--- src/rtl/vk_arb_pkg.sv ---
`default_nettype none
// ============================================================================
//  Module   : vk_arb_pkg
//  Purpose  : Shared widths, round-robin pick result type and picker function
//             for the vk_to_string arbiter.
//  Revision : 1.0  initial release
// ============================================================================
package vk_arb_pkg;

  localparam int VK_CODE_W = 32;
  localparam int VK_RET_W  = 64;
  localparam int RR_MAX    = 16;

  typedef struct packed {
    logic       any;
    logic [3:0] idx;
  } rr_pick_t;

  // First valid index at or after ptr, wrapping modulo num.
  function automatic rr_pick_t rr_pick(input logic [RR_MAX-1:0] valid,
                                       input logic [3:0]        ptr,
                                       input int unsigned       num);
    rr_pick_t    res;
    int unsigned cand;
    res = '0;
    for (int unsigned k = 0; k < RR_MAX; k++) begin
      cand = (32'(ptr) + k) % num;
      if ((k < num) && !res.any && valid[cand[3:0]]) begin
        res.any = 1'b1;
        res.idx = cand[3:0];
      end
    end
    return res;
  endfunction

endpackage
`default_nettype wire

--- src/rtl/vk_tag_fifo.sv ---
`default_nettype none
// ============================================================================
//  Module   : vk_tag_fifo
//  Purpose  : In-order requester-tag FIFO. Push is refused only when full
//             without a simultaneous pop; pop is ignored when empty.
//  Revision : 1.0  initial release
// ============================================================================
module vk_tag_fifo #(
  parameter  int WIDTH = 2,
  parameter  int DEPTH = 8,
  localparam int AW    = $clog2(DEPTH),
  localparam int CW    = $clog2(DEPTH + 1)
) (
  input  logic             clk_i,
  input  logic             rst_ni,
  input  logic             push_i,
  input  logic [WIDTH-1:0] push_data_i,
  input  logic             pop_i,
  output logic [WIDTH-1:0] head_o,
  output logic             empty_o,
  output logic             full_o,
  output logic [CW-1:0]    count_o
);

  logic [WIDTH-1:0] mem_q [DEPTH];
  logic [AW-1:0]    wr_ptr_q, rd_ptr_q;
  logic [CW-1:0]    count_q;
  logic             w_do_push, w_do_pop;

  assign empty_o   = (count_q == '0);
  assign full_o    = (count_q == CW'(DEPTH));
  assign count_o   = count_q;
  assign head_o    = mem_q[rd_ptr_q];
  assign w_do_pop  = pop_i & ~empty_o;
  assign w_do_push = push_i & (~full_o | w_do_pop);

  // Storage, pointers and occupancy; pointers wrap naturally (DEPTH is 2^n).
  always_ff @(posedge clk_i or negedge rst_ni) begin
    if (!rst_ni) begin
      for (int i = 0; i < DEPTH; i++) mem_q[i] <= '0;
      wr_ptr_q <= '0;
      rd_ptr_q <= '0;
      count_q  <= '0;
    end else begin
      if (w_do_push) begin
        mem_q[wr_ptr_q] <= push_data_i;
        wr_ptr_q        <= wr_ptr_q + 1'b1;
      end
      if (w_do_pop) rd_ptr_q <= rd_ptr_q + 1'b1;
      count_q <= count_q + CW'(w_do_push) - CW'(w_do_pop);
    end
  end

endmodule
`default_nettype wire

--- src/rtl/vk_to_string_arbiter.sv ---
`default_nettype none
// ============================================================================
//  Module   : vk_to_string_arbiter
//  Purpose  : Round-robin sharing of one pipelined vk_to_string component
//             among NUM_REQ requesters; returns routed back by an in-order
//             tag FIFO. Call and return paths are combinational.
//  Revision : 1.0  initial release
// ============================================================================
module vk_to_string_arbiter
  import vk_arb_pkg::*;
#(
  parameter  int NUM_REQ      = 4,
  parameter  int MAX_INFLIGHT = 8,
  localparam int TAG_W        = (NUM_REQ > 1) ? $clog2(NUM_REQ) : 1,
  localparam int CNT_W        = $clog2(MAX_INFLIGHT + 1)
) (
  input  logic                         clock,
  input  logic                         resetn,
  input  logic [NUM_REQ-1:0]           req_valid,
  input  logic [NUM_REQ*VK_CODE_W-1:0] req_code,
  output logic [NUM_REQ-1:0]           req_stall,
  output logic [NUM_REQ-1:0]           resp_valid,
  input  logic [NUM_REQ-1:0]           resp_stall,
  output logic [VK_RET_W-1:0]          resp_data,
  output logic                         comp_start,
  output logic [VK_CODE_W-1:0]         comp_code,
  input  logic                         comp_busy,
  input  logic                         comp_done,
  output logic                         comp_stall,
  input  logic [VK_RET_W-1:0]          comp_returndata,
  output logic [CNT_W-1:0]             inflight,
  output logic                         proto_err
);

  logic [TAG_W-1:0] rr_ptr_q, rr_ptr_d;
  logic             proto_err_q, proto_err_d;
  rr_pick_t         w_pick;
  logic [TAG_W-1:0] w_winner, w_head;
  logic             w_accept, w_pop, w_empty, w_full, w_head_stall;

  assign w_pick     = rr_pick(RR_MAX'(req_valid), 4'(rr_ptr_q), NUM_REQ);
  assign w_winner   = TAG_W'(w_pick.idx);
  // Outputs are gated by resetn so they show reset values while reset is held.
  assign comp_start = resetn & w_pick.any & ~w_full;
  assign comp_code  = req_code[VK_CODE_W*int'(w_winner) +: VK_CODE_W];
  assign w_accept   = comp_start & ~comp_busy;
  assign resp_data  = comp_returndata;
  assign comp_stall = resetn & ~w_empty & w_head_stall;
  assign w_pop      = comp_done & ~comp_stall & ~w_empty;
  assign proto_err  = proto_err_q;

  vk_tag_fifo #(
    .WIDTH (TAG_W),
    .DEPTH (MAX_INFLIGHT)
  ) u_tag_fifo (
    .clk_i       (clock),
    .rst_ni      (resetn),
    .push_i      (w_accept),
    .push_data_i (w_winner),
    .pop_i       (w_pop),
    .head_o      (w_head),
    .empty_o     (w_empty),
    .full_o      (w_full),
    .count_o     (inflight)
  );

  // Per-requester decode: grant stall, head back-pressure select, return routing.
  always_comb begin
    req_stall    = '1;
    resp_valid   = '0;
    w_head_stall = 1'b0;
    for (int i = 0; i < NUM_REQ; i++) begin
      if (w_accept && (TAG_W'(i) == w_winner)) req_stall[i] = 1'b0;
      if (TAG_W'(i) == w_head) begin
        w_head_stall  = resp_stall[i];
        resp_valid[i] = resetn & comp_done & ~w_empty;
      end
    end
  end

  // Next pointer after a grant and sticky protocol-error detection.
  always_comb begin
    rr_ptr_d    = rr_ptr_q;
    proto_err_d = proto_err_q | (comp_done & w_empty);
    if (w_accept) begin
      if (w_winner == TAG_W'(NUM_REQ - 1)) rr_ptr_d = '0;
      else                                 rr_ptr_d = w_winner + 1'b1;
    end
  end

  // Arbitration pointer and error flag registers.
  always_ff @(posedge clock or negedge resetn) begin
    if (!resetn) begin
      rr_ptr_q    <= '0;
      proto_err_q <= 1'b0;
    end else begin
      rr_ptr_q    <= rr_ptr_d;
      proto_err_q <= proto_err_d;
    end
  end

endmodule
`default_nettype wire

--- config.mk ---
export PLATFORM = sky130hd
export DESIGN_NAME = vk_to_string_arbiter
export DESIGN_NICKNAME = d
export VERILOG_FILES = /design/src/rtl/vk_arb_pkg.sv /design/src/rtl/vk_tag_fifo.sv /design/src/rtl/vk_to_string_arbiter.sv
export SDC_FILE = /design/constraint.sdc
export NUM_CORES = 1
export LEC_CHECK = 0
export ABC_CLOCK_PERIOD_IN_PS = 2700
export BUFFER_PORTS_ARGS = -buffer_cell sky130_fd_sc_hd__buf_2
export CELL_PAD_IN_SITES_DETAIL_PLACEMENT = 1
export CELL_PAD_IN_SITES_GLOBAL_PLACEMENT = 1
export CORE_MARGIN = 3
export CORE_UTILIZATION = 22
export CTS_BUF_LIST = sky130_fd_sc_hd__clkbuf_4
export CTS_CLUSTER_DIAMETER = 120
export CTS_CLUSTER_SIZE = 12
export DETAILED_ROUTE_END_ITERATION = 16
export PLACE_DENSITY_LB_ADDON = 0.1
export SYNTH_ARGS = -nofsm -noshare
export SYNTH_HDL_FRONTEND = slang
export SYNTH_SLANG_ARGS = --single-unit
--- constraint.sdc ---
create_clock -name clock -period 2.7 [get_ports clock]
set_clock_uncertainty 0.1 [all_clocks]
set_input_delay 0.54 -clock clock [delete_from_list [all_inputs] [get_ports clock]]
set_output_delay 0.54 -clock clock [all_outputs]
set_load 0.01 [all_outputs]
# After elaboration in Yosys (flattened, before gate mapping)
# Index checks and enable logic that the tools add are counted.
dict set report op_classes {
  addsub 8
  magnitude_cmp 7
  eq_ne 8
  shift 1
  n_mux 31
  bitwise 20
  n_reduce_logical 14
}
# operator count
set op_table {}
lappend op_table {{128-bit by 8-bit indexed part select with 32-bit output} 1}
lappend op_table {{2-bit by 5-bit less-than comparator with 1-bit output (second input constant)} 4}
lappend op_table {{5-bit two-way mux} 4}
lappend op_table {{16-bit bitwise mux} 1}
lappend op_table {{1-bit two-way mux} 16}
lappend op_table {{1-bit bitwise AND} 12}
lappend op_table {{1-bit binary-select mux with 2-bit select} 4}
lappend op_table {{2-bit equality test (first input constant)} 4}
lappend op_table {{4-bit greater-or-equal comparator (second input constant)} 2}
lappend op_table {{1-bit logical AND} 8}
lappend op_table {{2-bit two-way mux} 4}
lappend op_table {{3-bit NOT with 4-bit output} 2}
lappend op_table {{3-bit by 1-bit adder with 3-bit output (second input constant)} 2}
lappend op_table {{2-bit binary-select mux with 3-bit select} 1}
lappend op_table {{2-bit demux with 3-bit select} 1}
lappend op_table {{2-bit by 1-bit adder with 2-bit output (second input constant)} 2}
lappend op_table {{2-bit adder (second input constant)} 2}
lappend op_table {{4-bit by 1-bit adder with 4-bit output} 1}
lappend op_table {{1-bit by 2-bit equality test with 1-bit output (first input constant)} 2}
lappend op_table {{4-bit equality test (second input constant)} 1}
lappend op_table {{2-bit logical NOT} 2}
lappend op_table {{4-bit logical NOT} 1}
lappend op_table {{4-bit by 1-bit less-than comparator with 1-bit output (second input constant)} 1}
lappend op_table {{1-bit NOT} 4}
lappend op_table {{other kinds (4)} 7}
dict set report totals {
  ff_bits 29
  in_bits 204
  out_inout_bits 111
  elab_cells 102
}

# Longest topological paths before layout
# Gate-level depths: netlist of run 1.
dict set report logic_depth {
  ltp_word 18
  ltp_mapped 12
  depth_no_buf 11
}

# By module
# A second synthesis of run 1 with hierarchy kept.
dict set report hier_totals {
  cells_unflattened 525
  area_unflattened_um2 4246.6
}
# mod instances cells_each area_each_um2 seq_area_each_um2
set by_module_without_submodules {}
lappend by_module_without_submodules {vk_to_string_arbiter 1 419 2832.7 75.1}
lappend by_module_without_submodules {vk_tag_fifo 1 106 1413.9 650.6}

# Worst setup path before layout of run 1
# OpenSTA, ideal clock, no wires.
dict set report synth_timing {
  path_kind {register to register}
  startpoint {reg u_tag_fifo.rd_ptr_q[0]}
  endpoint {reg u_tag_fifo.count_q[2] (netlist: u_tag_fifo.count_o[2])}
  setup_time_ns 0.123
  t_arrival_ns 2.715
  required_ns 2.477
  path_slack_ns -0.238
  stages_incl_launch_ff 11
  n_path_buf 1
  synth_period_minus_slack_ns 2.938
  path_cell_list {dfrtp_1 > buf_6 > mux4_2 > mux2i_2 > mux2i_1 > a21oi_4 > ha_1 > inv_1 > ha_1 > fa_1 > xor2_1}
}
dict set report synth_between {
  elab_chain_cells 18
  elab_cells_between_ends 21
  cone_classes {add/sub (2); eq/ne (3); mux (7); bitwise (8); reduce/logical (1)}
}
# item line_no
set synth_rtl {}
lappend synth_rtl {{start, declared} vk_tag_fifo.sv:26} ;# logic [AW-1:0] wr_ptr_q, rd_ptr_q;
lappend synth_rtl {{start signal, assigned} vk_tag_fifo.sv:49} ;# if (w_do_pop) rd_ptr_q <= rd_ptr_q + 1'b1;
lappend synth_rtl {{3-bit NOT with 4-bit output (implied by the code) (*)} vk_tag_fifo.sv:33} ;# assign head_o = mem_q[rd_ptr_q];
lappend synth_rtl {{2-bit binary-select mux with 3-bit select (*)} vk_tag_fifo.sv:33}
lappend synth_rtl {{2-bit two-way mux (implied by the code) (*) (2 in a row)} vk_tag_fifo.sv:33}
lappend synth_rtl {{2-bit logical NOT} vk_to_string_arbiter.sv:74} ;# if (TAG_W'(i) == w_head) begin
lappend synth_rtl {{1-bit two-way mux (3 in a row)} vk_to_string_arbiter.sv:74}
lappend synth_rtl {{1-bit two-way mux (*)} vk_to_string_arbiter.sv:74}
lappend synth_rtl {{1-bit bitwise AND (*)} vk_to_string_arbiter.sv:48} ;# assign comp_stall = resetn & ~w_empty & w_head_stall;
lappend synth_rtl {{1-bit NOT (*)} vk_to_string_arbiter.sv:49} ;# assign w_pop = comp_done & ~comp_stall & ~w_empty;
lappend synth_rtl {{1-bit bitwise AND (*) (2 in a row)} vk_to_string_arbiter.sv:49}
lappend synth_rtl {{1-bit bitwise AND (*)} vk_tag_fifo.sv:34} ;# assign w_do_pop = pop_i & ~empty_o;
lappend synth_rtl {{via u_tag_fifo.w_do_pop} vk_tag_fifo.sv:28} ;# logic w_do_push, w_do_pop;
lappend synth_rtl {{1-bit OR} vk_tag_fifo.sv:35} ;# assign w_do_push = push_i & (~full_o | w_do_pop);
lappend synth_rtl {{1-bit bitwise AND} vk_tag_fifo.sv:35}
lappend synth_rtl {{4-bit by 1-bit adder with 4-bit output} vk_tag_fifo.sv:50} ;# count_q <= count_q + CW'(w_do_push) - CW'(w_do_pop);
lappend synth_rtl {{4-bit by 1-bit subtractor with 4-bit output (*)} vk_tag_fifo.sv:50}
lappend synth_rtl {{end signal, assigned} vk_tag_fifo.sv:50}
lappend synth_rtl {{end, declared} vk_tag_fifo.sv:27} ;# logic [CW-1:0] count_q;
# Mark *: on every way through the listed nets, which the timed path passes. The rest lies on a longest branch. The select of a mux whose other input is x is not followed.
# A chain may end at the register's enable or synchronous reset.

# Worst setup path after layout of run 1
dict set report layout_timing {
  startpoint {reg u_tag_fifo.rd_ptr_q[0]}
  endpoint {out comp_stall}
}
dict set report layout_between {
  elab_chain_cells 10
  elab_cells_between_ends 13
  cone_classes {eq/ne (3); mux (7); bitwise (2); reduce/logical (1)}
}
# item line_no
set layout_rtl {}
lappend layout_rtl {{3-bit NOT with 4-bit output (implied by the code) (*)} vk_tag_fifo.sv:33}
lappend layout_rtl {{2-bit binary-select mux with 3-bit select (*)} vk_tag_fifo.sv:33}
lappend layout_rtl {{2-bit two-way mux (implied by the code) (*) (2 in a row)} vk_tag_fifo.sv:33}
lappend layout_rtl {{2-bit logical NOT} vk_to_string_arbiter.sv:74}
lappend layout_rtl {{1-bit two-way mux (3 in a row)} vk_to_string_arbiter.sv:74}
lappend layout_rtl {{1-bit two-way mux (*)} vk_to_string_arbiter.sv:74}
lappend layout_rtl {{1-bit bitwise AND (*)} vk_to_string_arbiter.sv:48}
lappend layout_rtl {{end, declared} vk_to_string_arbiter.sv:29} ;# output logic comp_stall,
# Every way passes the cells marked *; elsewhere a longest branch is shown, timed or not. The select of a mux whose other input is x is not followed.

==> impl_metrics.json, run 1 <==
{
  "p_seq_share_pct": 16.1,
  "h-tree-depth": 2,
  "tns_ns": -1.58,
  "finalSetupViolations": 33,
  "drc": 0,
  "final_cell_count_no_fill": 702,
  "layout_min_cycle_time_ns": 2.88,
  "cp_cell_sequence": "mux4_2 -> mux2i_4 -> mux2i_4 -> and3_1 -> buf_2",
  "async_flop_share_pct": 100,
  "cts_made_buffers": 5,
  "die_w_um": 125,
  "placed_area_um2": 3940,
  "wl_per_cell_um": 19.6,
  "p_clk_share_pct": 4.8,
  "crit_buf_inv": 1,
  "cts.path.max_buffers": 2,
  "cp-start-kind": "flip-flop",
  "syn2layout_area_growth_pct": 67.8,
  "synth_ff_type": "dfrtp_1",
  "clock_latency_ns": 0.33,
  "yosysTopAreaCell": "dfrtp_1",
  "intPower_mw": 3.10,
  "power.density_nw_per_um2": 1040,
  "hold_viol": 0,
  "fin_nets": 743,
  "top_level_ports": 315,
  "crit_fanout": 7,
  "yosysSeqAreaShare_pct": 23.3,
  "core_area_um2": 13600,
  "rows": 42,
  "first_global_vias": 3575,
  "yosys.cell_count.top_type": "buf_4",
  "first_pass_iters": 4,
  "crit_path_end_kind": "primary output",
  "vias": 3306,
  "synthTopCellsByCount": "buf_4, mux2i_1, a21oi_1, a211oi_1, nor2b_1",
  "fin_area_um2": 5220,
  "start_util_pct": 23.0,
  "placedCellCount": 658,
  "min_path_type": "primary input to async pin",
  "pwr-share-comb_pct": 79.1,
  "worst-slew-pin-transition_ns": 0.455,
  "crit_family": "multiplexers",
  "slew_headroom_pct": 69.7,
  "drv_cap": 0,
  "post-route-period-util_pct": 107,
  "grtUsageTotal_pct": 16.9,
  "synth_seq_cells": 29,
  "crit_arrival_ns": 2.24,
  "netlist_area_um2": 3110,
  "cpPeakStageDelay_ns": 0.57,
  "port_buffers": 186,
  "yosysWarnings": 0,
  "die_area_um2": 15600,
  "clk_pin_slew_ns": 0.09,
  "synth_area_leaders": "dfrtp_1, buf_4, mux2i_1",
  "path_class": "flip-flop to primary output",
  "cp_common_cell": "mux2i_4",
  "synth_nets": 578,
  "cts-root-buf": "clkbuf_4",
  "switchingPower_mw": 2.33,
  "crit_required_ns": 2.06,
  "power_switching_share_pct": 42.9,
  "netlist.area_leader.share_pct": 23.3,
  "n_fill_cell": 1587,
  "place_congestion": 0.832,
  "maxSlewViolCount": 0,
  "synth_edf_count": 0,
  "drt_iter0_markers": 95,
  "dieHeight_um": 125,
  "power_leakage_nw": 2.39,
  "drive_gt1_share_pct": 68.3,
  "diodes": 0,
  "routed_wl_mm": 13.7,
  "timing.final.ws_setup_ns": -0.178,
  "ir_drop_mv": 0.437,
  "grt_pass1_wl_mm": 21.2,
  "synthDistinctLibCells": 38,
  "grt_max_degree": 35,
  "vias_per_cell": 4.71,
  "gr-total-overflow": 0,
  "cts_tree": "done",
  "status": "complete, but fails checks",
  "rsz0062_at_grt": "yes",
  "fmax_mhz": 348,
  "cts.sinks": 29,
  "syn-instance-count": 361,
  "grt_antenna_before_repair": 0,
  "violations": "negative setup slack",
  "cp_slowest_cell": "mux4_2",
  "finalPower_mw": 5.43,
  "syn_avg_cell_area_um2": 8.62,
  "ant_nets": 0,
  "ctsHoldBuffers": 0,
  "dp_slack_ns": -0.331,
  "place_hpwl_mm": 9.93
}
[worst paths after layout]
| kind | from | end | slack, ns | cells after the start |
|---|---|---|---|---|
| max in group asynchronous | resetn | rr_ptr_q[0] | 2.00 | 2 |
| setup reg to reg | u_tag_fifo.rd_ptr_q[0] | u_tag_fifo.count_o[2] | -0.16 | 9 |
| hold / removal | resetn | u_tag_fifo.count_o[0] | 0.15 | 2 |
| hold reg to reg | proto_err | proto_err | 0.38 | 1 |
| min in group clock | proto_err | proto_err | 0.38 | 1 |
| setup / recovery | u_tag_fifo.rd_ptr_q[0] | comp_stall | -0.18 | 5 |
[routing by layer]
metal  up-vias  wire [um]  track usage [%]
met5         -          0                0
met4         0        256             3.83
met3        30        907             4.31
met2       147       7480             32.5
met1      1599       5100             18.7
li1       1530          -                -
[state kept, by name, indices dropped and copies added, names as in the netlist]
signal,count
u_tag_fifo.count_o,4
u_tag_fifo.rd_ptr_q,3
u_tag_fifo.wr_ptr_q,3
rr_ptr_q,2
u_tag_fifo.mem_q,16
proto_err,1
[repair_timing]
action                                  4_1_cts  5_1_grt
endpoints found under the setup margin       43       44
gates cloned                                 13        0
setup buffers                                25        4
pin swaps                                    30       26
resized for setup                           117       53
[layout make-up]
cell class                 count  area, um2  share of cell area, %
timing repair buffer         244       1830                   35.0
multi-input combinational    235       2350                   44.9
sequential                    29        729                   14.0
clock inverter                 1       3.75                 0.0719
inverter                      11       48.8                  0.934
tap                          176        220                   4.22
clock buffer                   6       45.0                  0.862
[power by group through the flow]
stage / logic (mW) / clock network [mW] / registers, mW
floorplan: 1.80 / 0 / 0.793
global placement: 2.65 / 0 / 0.866
detailed placement: 2.69 / 0 / 0.871
CTS: 4.15 / 0.276 / 0.870
global route: 4.66 / 0.298 / 0.914
finish: 4.30 / 0.258 / 0.874
[cell usage in the layout (no fill, tap or decap), drive strengths merged]
cell type  count
clkinv         1
nor2b         32
nand4          2
nand2b         3
fa             1
mux2          11
a21o           1
a311oi         1
dfrtp         29
o22a           1
o21ai          8
o2bb2ai        1
clkinvlp       2
nand4b         2
buf          244
or2            1
mux2i         40
a221o          1
and3           1
ha            12
inv            9
clkbuf         6
nor3           1
nor3b          2
nand2         18
xnor2          1
a31o           1
mux4           3
xor2           5
nand3          3
nor2          13
or3            1
a21oi         37
a211oi        32
[cells by family after synthesis]
kind of cell    share of synthesized area [%]
buf+inv                                  19.9
compound gates                           17.0
simple gates                             13.5
mux                                      19.1
flops                                    23.3
fa+ha+maj                                5.47
xor+xnor                                 1.69
[worst reg2reg max path: stages (launching register included)]
cell and delay, ns:
dfrtp_2 0.50, mux4_2 0.57, mux2i_4 0.23, mux2i_4 0.31, a21oi_4 0.09, ha_4 0.28, inv_2 0.03, ha_4 0.15
fa_2 0.33, xor2_1 0.16
[metrics by stage]
step,util [%],hold slack [ns]
after floorplan,-,0.144
after global placement,29.0,0.353
after detailed placement,29.0,0.358
after CTS,37.4,0.159
after global routing,38.5,0.158
final,38.5,0.153
(Power assumes the default switching activity.)
==> run 2, diff against run 1 <==
Settings changed: CORE_UTILIZATION 22 to 25, SYNTH_HIERARCHICAL set to 1.
==> run 2 against run 1 <==
  * The flow still finishes with violations (negative setup slack)
  * Wire length increased by 44%
  * Global-route usage increased by 2.9 points
  * Power increased by 14%
  * Register-to-register slack got worse by 0.33 ns
  * Critical path type is now flip-flop to flip-flop
  * Largest power group unchanged
==> impl_metrics.json, run 2 <==
{
  "reg2reg_to": "u_tag_fifo/count_o[1]",
  "crit-reg2reg-launch": "u_tag_fifo/rd_ptr_q[0]",
  "startpoint": "u_tag_fifo/rd_ptr_q[0]",
  "timing.final.ws_setup_ns": -0.491,
  "drc": 0,
  "synth_xor_area_share_pct": 1.24,
  "hold_viol": 0,
  "yosysSeqAreaShare_pct": 17.1,
  "place_congestion": 0.809,
  "clk_pin_slew_ns": 0.10,
  "cp_cell_sequence": "mux4_2 -> mux2_4 -> mux4_2 -> nand2_2 -> and3b_2 -> nand2_4 -> mux2i_1 -> ha_2 -> inv_1 -> fa_1 -> inv_1",
  "wl_per_cell_um": 21.5,
  "cts.sinks": 29,
  "rr_worst_depth": 11,
  "fin_area_um2": 6350,
  "final_cell_mix": "buf_2, buf_4, nand3_1",
  "path_class": "flip-flop to flip-flop",
  "synthAdderAreaFrac_pct": 2.83,
  "grt_max_degree": 53,
  "netlist_area_um2": 4250,
  "syn2layout_area_growth_pct": 49.5,
  "placedCellCount": 862,
  "synthDistinctLibCells": 50,
  "maxSlewViolCount": 0,
  "drv_cap": 0,
  "first_global_vias": 5125,
  "crit_fanout": 4,
  "layout_min_cycle_time_ns": 3.19,
  "top_register": "u_tag_fifo/mem_q",
  "synth_compound_area_share_pct": 23.9,
  "cts-root-buf": "clkbuf_4",
  "die_w_um": 136,
  "slew_headroom_pct": 55.6,
  "routed_wl_mm": 19.8,
  "placed_area_um2": 5270,
  "top_level_ports": 315,
  "fin_nets": 908,
  "cp_slowest_cell": "mux4_2",
  "yosysTopAreaCell": "dfrtp_1",
  "synthMuxAreaShare_pct": 8.46,
  "yosysWarnings": 6,
  "power_leakage_nw": 2.90,
  "synth_edf_count": 0,
  "drive_gt1_share_pct": 54.2,
  "ir_drop_mv": 0.313,
  "finalPower_mw": 6.17,
  "core_area_um2": 16600,
  "crit_family": "multiplexers",
  "synth-simple-area-share_pct": 27.3,
  "ant_nets": 0,
  "cp.depth": 11,
  "synth_area_leaders": "dfrtp_1, buf_4, nand3_1",
  "drt_iter0_markers": 215,
  "utilization_pct": 38.3,
  "h-tree-depth": 2,
  "gr-total-overflow": 0,
  "synth_nets": 738,
  "cts.path.max_buffers": 2,
  "syn-instance-count": 525,
  "status": "complete, but fails checks",
  "first_pass_iters": 4,
  "largest_reg_flops": 16,
  "port_buffers": 186,
  "layout_commonest_cell": "buf_2",
  "cpPeakStageDelay_ns": 0.51,
  "worst-slew-pin-transition_ns": 0.660,
  "synth_seq_cells": 29,
  "crit_buf_inv": 2,
  "violations": "negative setup slack",
  "dieHeight_um": 136,
  "synth_ff_type": "dfrtp_1",
  "fmax_mhz": 313,
  "async_flop_share_pct": 100,
  "vias": 5017,
  "grt_antenna_before_repair": 2,
  "crit_end": "u_tag_fifo/count_o[1]",
  "rsz0062_at_grt": "yes",
  "yosys.cell_count.top_type": "nand3_1",
  "min_path_type": "primary input to async pin",
  "cts_tree": "done",
  "grt_pass1_wl_mm": 29.2,
  "place_hpwl_mm": 13.3,
  "reg2reg_slack_ns": -0.49,
  "crit_arrival_ns": 3.34,
  "clock_latency_ns": 0.34,
  "netlist.area_leader.share_pct": 17.1,
  "final_cell_count_no_fill": 918,
  "rows": 47,
  "grtUsageTotal_pct": 19.8,
  "start_util_pct": 25.6,
  "cts_made_buffers": 5,
  "finalSetupViolations": 64,
  "syn_avg_cell_area_um2": 8.09,
  "synthTopCellsByCount": "nand3_1, buf_4, nand2_1, clkbuf_1",
  "post-route-period-util_pct": 118,
  "power.density_nw_per_um2": 972,
  "synth_top_family_by_area": "simple AND/OR/NAND/NOR gates",
  "cp-start-kind": "flip-flop",
  "die_area_um2": 18600,
  "crit_path_end_kind": "flip-flop",
  "crit_required_ns": 2.85,
  "vias_per_cell": 5.47
}
==> run 2: changes by cell type in the layout (fill, tap and decap cells not counted), sizes merged, moves of 10 or more <==
cell	before	now
nand3	3	68
buf	244	284
mux2i	40	1
a21oi	37	4
nor4	0	33
a21bo	0	32
a221oi	0	32
a32oi	0	32
a211oi	32	1
nor3b	2	33
nor2b	32	4
nand2	18	40
mux2	11	21
==> run 2: worst register-to-register path, stage by stage (launching register included) <==
cell and delay (ns):
dfrtp_2 0.43, mux4_2 0.51, mux2_4 0.30, mux4_2 0.44, nand2_2 0.08, and3b_2 0.23
nand2_4 0.07, mux2i_1 0.18, ha_2 0.22, inv_1 0.05, fa_1 0.47, inv_1 0.04
==> run 2: where the power goes <==
part / leakage (nW) / switching [mW] / internal, mW
clock network: 0.0338 / 0.164 / 0.120
registers: 0.352 / 0.259 / 0.657
logic: 2.51 / 2.45 / 2.52
==> run 2: through the flow <==
step                      setup slack, ns  TNS (ns)  hold WS, ns
after floorplan                    -0.400     -3.68        0.144
after global placement             -0.404     -9.63        0.351
final                              -0.491    -14.02        0.148
after global routing               -0.642    -20.81        0.126
after CTS                          -0.461    -15.41        0.147
after detailed placement           -0.508    -11.76        0.360
==> run 2: worst min-delay path by stage <==
stage          slack, ns  cells past startpoint                   end      start
6_report            0.15                      2  u_tag_fifo/mem_q[10]     resetn
5_1_grt             0.13                      2  u_tag_fifo/mem_q[10]     resetn
4_1_cts             0.15                      2  u_tag_fifo/mem_q[10]     resetn
3_5_place_dp        0.36                      1             proto_err  proto_err
3_3_place_gp        0.35                      1             proto_err  proto_err
2_1_floorplan       0.14                      0             proto_err     resetn
==> run 2: area by class of cell <==
cell class,instances,area [um2]
repair buffers,286,2150
fillers,1986,10200
clock inverters,1,3.75
well taps,220,275
clock buffers,7,52.6
inverters,13,53.8
diodes,2,5.00
flip-flops and latches,29,729
multi-input cells,360,3070
==> run 2: kinds of logic after synthesis <==
group,Yosys count
adder cells (fa/ha/maj),9
XOR/XNOR,6
multiplexers,27
AND/OR/NAND/NOR,204
buffers and inverters,138
AO/OA/AOI/OAI,112
flip-flops,29
==> run 2: timing repair <==
item,in CTS,in global routing
pin swaps,18,66
endpoints found under the setup margin,64,65
hold endpoints to repair,0,0
hold buffers,0,0
gates resized for setup,64,29
buffers inserted,15,18
gates cloned,16,2
==> run 2: routing by layer <==
layer | wire length (um) | GRT usage [%] | vias to the layer above
met5 | 0 | 0 | -
met4 | 575 | 6.72 | 0
met3 | 1380 | 3.37 | 51
met2 | 9590 | 33.5 | 201
met1 | 8220 | 25.5 | 2472
li1 | - | - | 2293
==> run 3, diff against run 2 <==
Settings changed: CELL_PAD_IN_SITES_DETAIL_PLACEMENT 1 to unset, CELL_PAD_IN_SITES_GLOBAL_PLACEMENT 1 to unset, CORE_AREA set to 3 3 120 122, CORE_MARGIN 3 to unset, CORE_UTILIZATION 25 to unset, DIE_AREA set to 0 0 123 125, PLACE_DENSITY set to 0.67, PLACE_DENSITY_LB_ADDON 0.1 to unset.
==> run 3 against run 2 <==
  * The flow still finishes with violations (negative setup slack)
  * Register-to-register slack improved by 0.02 ns
  * Critical path depth shrank 1
  * First-iteration DRC count increased by 91%
  * Highest routed layer is now met5
  * Clock-buffer cell count decreased by 1
  * Via count is 3.1% higher
  * Core utilization grew 13 points
==> impl_metrics.json, run 3 (same netlist as run 2, synthesis figures left out) <==
{
  "port_buffers": 186,
  "final_cell_mix": "buf_2, buf_4, nand3_1",
  "dieHeight_um": 125,
  "largest_reg_flops": 16,
  "routed_wl_mm": 19.3,
  "gr-total-overflow": 0,
  "wl_per_cell_um": 22.0,
  "layout_min_cycle_time_ns": 3.17,
  "path_class": "flip-flop to flip-flop",
  "core_area_um2": 13300,
  "cpPeakStageDelay_ns": 0.51,
  "layout_commonest_cell": "buf_2",
  "status": "complete, but fails checks",
  "cts_made_buffers": 5,
  "fmax_mhz": 316,
  "vias_per_cell": 5.88,
  "start_util_pct": 31.9,
  "use_met3_pct": 5.42,
  "placedCellCount": 828,
  "worst-slew-pin-transition_ns": 0.591,
  "cp-start-kind": "flip-flop",
  "top_level_ports": 315,
  "place_congestion": 0.834,
  "placed_area_um2": 5320,
  "grt_pass1_wl_mm": 26.8,
  "place_hpwl_mm": 12.5,
  "multiInputGateArea_um2": 3360,
  "power.density_nw_per_um2": 988,
  "cts.sinks": 29,
  "clk_pin_slew_ns": 0.09,
  "grt_max_degree": 65,
  "hold_viol": 0,
  "finalSetupViolations": 63,
  "fin_area_um2": 6770,
  "grt.busiest_layer": "met2",
  "timing.final.ws_setup_ns": -0.468,
  "utilization_pct": 50.9,
  "crit_required_ns": 2.81,
  "cts.path.max_buffers": 2,
  "cts_tree": "done",
  "seqCellArea_um2": 729,
  "vias": 5172,
  "maxSlewViolCount": 0,
  "cp_slowest_cell": "mux4_2",
  "drv_cap": 0,
  "grtUsageMet1_pct": 26.2,
  "die_w_um": 123,
  "final_cell_count_no_fill": 880,
  "slew_headroom_pct": 60.1,
  "power_leakage_nw": 3.08,
  "min_path_type": "primary input to async pin",
  "top_register": "u_tag_fifo/mem_q",
  "crit_buf_inv": 2,
  "rows": 42,
  "first_pass_iters": 6,
  "crit_family": "multiplexers",
  "crit_arrival_ns": 3.27,
  "drt_iter0_markers": 411,
  "ctsHoldBuffers": 0,
  "rsz0062_at_grt": "yes",
  "violations": "negative setup slack",
  "crit_fanout": 6,
  "n_fill_cell": 1186,
  "reg2reg_slack_ns": -0.47,
  "holdWs_ns": 0.127,
  "syn2layout_area_growth_pct": 59.4,
  "crit_path_end_kind": "flip-flop",
  "cp_cell_sequence": "mux4_2 -> mux2_4 -> mux4_2 -> nand2_2 -> and3b_2 -> buf_4 -> buf_6 -> and2b_4 -> o2111ai_4 -> mux2_4",
  "post-route-period-util_pct": 117,
  "grtUsageTotal_pct": 21.7,
  "h-tree-depth": 2,
  "first_global_vias": 4805,
  "met2_usage_pct": 38.8,
  "die_area_um2": 15400,
  "clock_latency_ns": 0.32,
  "ant_nets": 0,
  "finalPower_mw": 6.69,
  "grt_antenna_before_repair": 5,
  "cts-root-buf": "clkbuf_4",
  "fin_nets": 915,
  "ir_drop_mv": 0.611,
  "drc": 0,
  "drive_gt1_share_pct": 60.0
}
## run 3: changes by cell type in the layout (fill, tap and decap cells not counted), moves of 6 or more
cell / before / now
mux2_4: 4 / 16
nand3_2: 8 / 23
mux2_2: 13 / 4
buf_6: 14 / 20
buf_4: 62 / 53
a221oi_1: 28 / 7
a221oi_2: 4 / 20
nand3_1: 59 / 44
## run 3: area by class of cell
class / count / area share, %
timing repair buffer: 294 / 34.8
clock inverter: 1 / 0.0555
inverter: 13 / 0.832
clock buffer: 6 / 0.665
tap: 176 / 3.25
sequential: 29 / 10.8
antenna: 2 / 0.0739
multi-input combinational: 359 / 49.6
## run 3: routing by layer
metal | wire [um] | up-vias
li1 | - | 2312
met1 | 7310 | 2508
met2 | 9840 | 307
met3 | 1770 | 41
met4 | 404 | 4
met5 | 14 | -
## run 3: stage by stage
step           TNS [ns]  setup WS (ns)
3_5_place_dp     -11.62         -0.534
2_1_floorplan     -3.68         -0.400
4_1_cts          -14.89         -0.491
3_3_place_gp      -9.94         -0.435
5_1_grt          -18.71         -0.574
6_report         -12.88         -0.468
## run 3: path summary, 6_finish.rpt
check,from,end,cells after the start
worst max register to register,u_tag_fifo/rd_ptr_q[0],u_tag_fifo/mem_q[6],10
worst min-delay path,resetn,u_tag_fifo/count_o[0],2
worst max-delay path,u_tag_fifo/rd_ptr_q[0],u_tag_fifo/mem_q[6],10
max in group asynchronous,resetn,u_tag_fifo/rd_ptr_q[0],2
min in group clock,comp_done,proto_err,2
worst min register to register,proto_err,proto_err,1
## run 3: repair_timing
action,4_1_cts,5_1_grt
pin swaps,56,65
resized for setup,88,64
gates cloned,12,7
setup endpoints to repair,65,66
buffers inserted,19,12
## run 3: where the power goes
group	switching, mW	leakage (nW)	total, mW	internal (mW)
clock network	0.145	0.0292	0.250	0.104
logic	2.65	2.70	5.55	2.90
registers	0.236	0.352	0.893	0.657
